--- config.mk ---
export PLATFORM = sky130hd
export DESIGN_NAME = btn_step_gen
export DESIGN_NICKNAME = d
export VERILOG_FILES = /design/src/rtl/btn_step_gen.sv
export SDC_FILE = /design/constraint.sdc
export NUM_CORES = 1
export LEC_CHECK = 0
export BUFFER_PORTS_ARGS = -buffer_cell sky130_fd_sc_hd__buf_2
export CAP_MARGIN = 20
export CORE_ASPECT_RATIO = 1.5
export CORE_MARGIN = 1
export CORE_UTILIZATION = 55
export DETAILED_ROUTE_END_ITERATION = 10
export GPL_ROUTABILITY_DRIVEN = 1
export PLACE_DENSITY = 0.77
export SLEW_MARGIN = 0
export SYNTH_ARGS = -nofsm -noshare
export SYNTH_HDL_FRONTEND = slang
export SYNTH_SLANG_ARGS = --single-unit
--- constraint.sdc ---
create_clock -name clk -period 2.45 [get_ports clk]
set_clock_uncertainty 0.2 [all_clocks]
set_input_delay 0.49 -clock clk [delete_from_list [all_inputs] [get_ports clk]]
set_output_delay 0.49 -clock clk [all_outputs]
set_load 0.01 [all_outputs]
--- src/rtl/btn_step_gen.sv ---
// btn_step_gen: synchronises and debounces a push-button, then turns each press
// into a single-cycle step strobe with optional auto-repeat while held.
module btn_step_gen #(
    parameter logic [15:0] DEBOUNCE_CYCLES = 16'd50000,
    parameter logic [23:0] HOLD_CYCLES     = 24'd5000000,
    parameter logic [23:0] REPEAT_CYCLES   = 24'd1000000,
    parameter logic        REPEAT_EN       = 1'b1
) (
    input  logic       clk,
    input  logic       rst_n,
    input  logic       btn_raw,
    input  logic       enable,
    output logic       btn_level,
    output logic       step_pulse,
    output logic [7:0] step_count
);

    typedef enum logic [1:0] {
        IDLE,
        HOLD,
        REPEAT
    } state_t;

    logic        sync1_q;
    logic        sync2_q;
    logic [15:0] db_cnt_q;
    logic [15:0] db_cnt_d;
    logic        level_q;
    logic        level_d;
    state_t      state_q;
    logic [23:0] tmr_q;
    logic        fire_d;
    logic        pulse_q;
    logic [7:0]  count_q;

    // Two-flop synchroniser; the only logic that samples btn_raw
    always_ff @(posedge clk or negedge rst_n) begin
        if (!rst_n) begin
            sync1_q <= 1'b0;
            sync2_q <= 1'b0;
        end else begin
            sync1_q <= btn_raw;
            sync2_q <= sync1_q;
        end
    end

    // Debounce next state: accept a new level after DEBOUNCE_CYCLES consecutive differing samples
    always_comb begin
        level_d  = level_q;
        db_cnt_d = '0;
        if (sync2_q != level_q) begin
            if (db_cnt_q == DEBOUNCE_CYCLES - 16'd1) begin
                level_d = ~level_q;
            end else begin
                db_cnt_d = db_cnt_q + 16'd1;
            end
        end
    end

    // Debounce registers
    always_ff @(posedge clk or negedge rst_n) begin
        if (!rst_n) begin
            db_cnt_q <= '0;
            level_q  <= 1'b0;
        end else begin
            db_cnt_q <= db_cnt_d;
            level_q  <= level_d;
        end
    end

    // Internal fire: decisions look at level_d so the first pulse lands in the cycle
    // btn_level registers 1, and a release in the same cycle as a timer expiry suppresses it
    always_comb begin
        fire_d = 1'b0;
        case (state_q)
            IDLE:    fire_d = level_d;
            HOLD:    fire_d = level_d && REPEAT_EN && (tmr_q == HOLD_CYCLES - 24'd1);
            REPEAT:  fire_d = level_d && (tmr_q == REPEAT_CYCLES - 24'd1);
            default: fire_d = 1'b0;
        endcase
    end

    // Press/hold/repeat FSM with registered strobe and step counter
    always_ff @(posedge clk or negedge rst_n) begin
        if (!rst_n) begin
            state_q <= IDLE;
            tmr_q   <= '0;
            pulse_q <= 1'b0;
            count_q <= '0;
        end else begin
            pulse_q <= fire_d & enable;
            if (fire_d && enable) begin
                count_q <= count_q + 8'd1;
            end
            case (state_q)
                IDLE: begin
                    if (level_d) begin
                        tmr_q   <= '0;
                        state_q <= HOLD;
                    end
                end
                HOLD: begin
                    if (!level_d) begin
                        state_q <= IDLE;
                    end else if (fire_d) begin
                        tmr_q   <= '0;
                        state_q <= REPEAT;
                    end else begin
                        tmr_q <= tmr_q + 24'd1;
                    end
                end
                REPEAT: begin
                    if (!level_d) begin
                        state_q <= IDLE;
                    end else if (fire_d) begin
                        tmr_q <= '0;
                    end else begin
                        tmr_q <= tmr_q + 24'd1;
                    end
                end
                default: state_q <= IDLE;
            endcase
        end
    end

    assign btn_level  = level_q;
    assign step_pulse = pulse_q;
    assign step_count = count_q;

endmodule

==> results.md <==
- Status: completed
- Post-synthesis register bit count: 54
- CTS Root Cell: clkbuf_8
- Initial drt markers: roughly 180
- Synth Cell Area: about 2800 um^2
- First-pass GRT wire length: ~11000 um
- Total Nets Final: ~370
- CTS tree: yes
- Crit Reg-Reg Startpoint: db_cnt_q[11]$_DFF_PN0_
- Antenna viol nets, final: 0
- Die Width: about 60 um
- Area leader, netlist: dfrtp_1
- Row count: 31
- Worst Setup End Kind: flip-flop
- IO Pins: 14
- Setup ws final: 0.0586 ns
- CTS max path bufs: 2
- Worst hold-check path type: in -> reg
- Die H: 90.1 um
- Sequential share of the synthesized area: 0.475
- Initial antenna violation count: 0
- Most common cell in the netlist: dfrtp_1
- Netlist cell types: 47
- Largest fanout on the critical path: 5
- Worst slew margin relative to its limit: 0.614
- Slowest-stage cell, CP: dfrtp_1
- Critical-path cell list: nor4b_4, nand4_4, mux2i_4, inv_4, buf_6, o211ai_1, buf_4, or3_1, o21ai_1
- ANT cells: 0
- CP arrival: 2.43 ns
- Starting density of the core: 0.582
- Unrepaired setup endpoints after global routing: true
- Worst slew pin tran: ~0.58 ns
- Avg WL per Cell: 15.7 um
- Number of synthesized flops with an enable pin: 0
- P_sw: 0.000323 W
- Buf/Inv on CP: 3
- Vias per inst: 5.77
- Yosys top cell area share: 0.475
- Total of warnings raised by yosys: 0
- Crit path time final: ~2.4 ns
- Hold path start: btn_raw
- CORE AREA: 4890 um^2
- Internal: 0.00121 W
- Commonest cells in the netlist: dfrtp_1 (54), nor2_1 (34), nand2_1 (30), xnor2_1 (21), nand3_1 (14)
- Overflow after GRT: 0
- Flop pwr share: 0.586
- DP Cell Count: 406
- Hold Path Depth: 1
- R2R Setup Slk: 0.06 ns
- Tot GR Track Use: 0.259
- Fraction of registers with async set/reset: 1.00
- Worst slack, placed: -0.0874 ns
- Detailed Place HPWL: 4740 um
- P&R area growth vs syn: 22.6%
- Clock Sinks: 54
- DR pass1 iterations: 4
- Delay-heaviest family, CP: simple AND/OR/NAND/NOR gates
- Leak: 1.62 nW
- Worst-skew pair later-pin latency: 0.31 ns
- Slew Limit Fails: 0
- Number of max-cap violations: 0
- Crit path largest cell delay: 0.43 ns
- Reg-to-reg endpoint: tmr_q[7]$_DFFE_PN0P_
- Comb power frac: 0.025
- Vias: 2428
- Routability cong.: 0.935
- Hold Path End: sync1_q$_DFF_PN0_
- Die ar.: 5470 um^2
- Clock Power Share: 0.389
- Endpoints failing hold: 0
- Main synth FF type: dfrtp_1
- H-tree depth: 2
- Non-Filler Instances: 421
- Synth area leaders: dfrtp_1 (47%), xnor2_1 (6.5%), nor2_1 (4.5%), nand2_1 (4.0%), xor2_1 (3.7%)
- Syn_nets: 305
- Number of global-route vias before repair: 2420
- CP startpoint kind: flip-flop
- CTS Buf Count: 5
- Kind of critical path: reg -> reg
- Critical path required time: 2.49 ns
- # fillers: 374
- Final period utilization: 0.976
- Mapped Cells: 294
- Largest net degree at the start of global routing: 32
- Port Buf Inserts: 13
- Layout cells sized above 1: 0.234
- Final wirelength: 6600 um
- Sw Share: 0.210
- Clock transition at path regs: 0.10 ns
- Max IR drop VDD: roughly 0.00032 V
- Final setup viols: 0
- Worst r2r path cells: 9
- FMAX: 418 MHz
- Mapped Avg Cell Area: ~9.7 um^2
- Pwr dens: roughly 440 nW/um^2
- DRC: 0
==> metrics by stage <==
| stage | utilization | setup TNS (ns) | instance area (um^2) | hold WS (ns) | total power, W |
|---|---|---|---|---|---|
| 6_report | 0.714 | 0 | 3490 | 0.0827 | 0.00154 |
| 5_1_grt | 0.714 | -0.0459 | 3490 | 0.0809 | 0.00159 |
| 4_1_cts | 0.696 | 0 | 3400 | 0.0798 | 0.00154 |
| 3_5_place_dp | 0.671 | -0.795 | 3280 | 0.135 | 0.000954 |
| 3_3_place_gp | 0.671 | -0.311 | 3280 | 0.136 | 0.000953 |
| 2_1_floorplan | - | 0 | 2850 | -0.00559 | 0.000926 |
==> cells in the final DEF (no fill, tap or decap), types with 3 or more instances in the layout <==
master / n
and3_1: 10
xnor2_1: 21
nand2_1: 30
nand4_1: 11
nor2_1: 34
xor2_1: 12
nor4_1: 5
o21ai_1: 4
inv_1: 8
ha_1: 6
nand3_1: 14
buf_2: 13
a21oi_1: 10
nor3_1: 13
nor4_2: 3
buf_4: 44
a21o_1: 4
o21ai_0: 5
or3_1: 5
dfrtp_1: 54
clkbuf_8: 5
==> power by group through the flow <==
stage          clock network [W]    logic, W  registers [W]
6_report                0.000598   0.0000382       0.000900
5_1_grt                 0.000645   0.0000432       0.000901
4_1_cts                 0.000602   0.0000375       0.000900
3_5_place_dp                   0   0.0000362       0.000918
3_3_place_gp                   0   0.0000353       0.000917
2_1_floorplan                  0  0.00000909       0.000917
==> how the worst max path moves through the flow <==
stage	start	endpoint	slack, ns	depth (start not counted)
finish	db_cnt_q[11]$_DFF_PN0_	tmr_q[7]$_DFFE_PN0P_	0.06	9
global route	db_cnt_q[11]$_DFF_PN0_	tmr_q[7]$_DFFE_PN0P_	-0.02	9
floorplan	tmr_q[0]$_DFFE_PN0P_	step_count[1]$_DFFE_PN0P_	0.14	8
global placement	state_q[0]$_DFFE_PN0P_	tmr_q[15]$_DFFE_PN0P_	-0.03	8
CTS	db_cnt_q[0]$_DFF_PN0_	tmr_q[7]$_DFFE_PN0P_	0.04	10
detailed placement	state_q[0]$_DFFE_PN0P_	tmr_q[15]$_DFFE_PN0P_	-0.09	8
==> metal layers <==
layer	GRT usage	share of wire
met4	0.0814	0.020
met1	0.280	0.39
met5	0	0
met2	0.491	0.57
met3	0.0331	0.026
==> registers in the layout, indices dropped and copies added, names as in the netlist <==
register,count
tmr_q,24
sync2_q,1
sync1_q,1
state_q,2
step_count,8
step_pulse,1
btn_level,1
db_cnt_q,16
==> what timing repair did <==
action	in CTS	in global routing
buffers inserted	0	6
endpoints found under the setup margin	12	12
pin swaps	0	8
hold buffers	1	0
hold endpoints to repair	23	0
gates resized for setup	1	10
==> final cells by class <==
cell class	count	area [um^2]	area share
clock buffer	6	72.6	0.0208
clock inverter	2	37.5	0.0108
inverter	9	36.3	0.0104
multi-input combinational	224	1470	0.422
sequential	54	1350	0.387
tap	66	82.6	0.0237
timing repair buffer	60	437	0.125
==> cell families (layout without fill, tap and decap cells) <==
kind of cell | count (synthesis) | after routing | share of synthesized area
AND/OR/NAND/NOR | 147 | 147 | 0.280
flip-flops | 54 | 54 | 0.475
AO/OA/AOI/OAI | 35 | 35 | 0.0774
XOR/XNOR | 33 | 33 | 0.102
buffers and inverters | 16 | 77 | 0.0233
adder cells (fa/ha/maj) | 7 | 7 | 0.0308
multiplexers | 2 | 2 | 0.0119
Power figures use the tool's default switching activity.
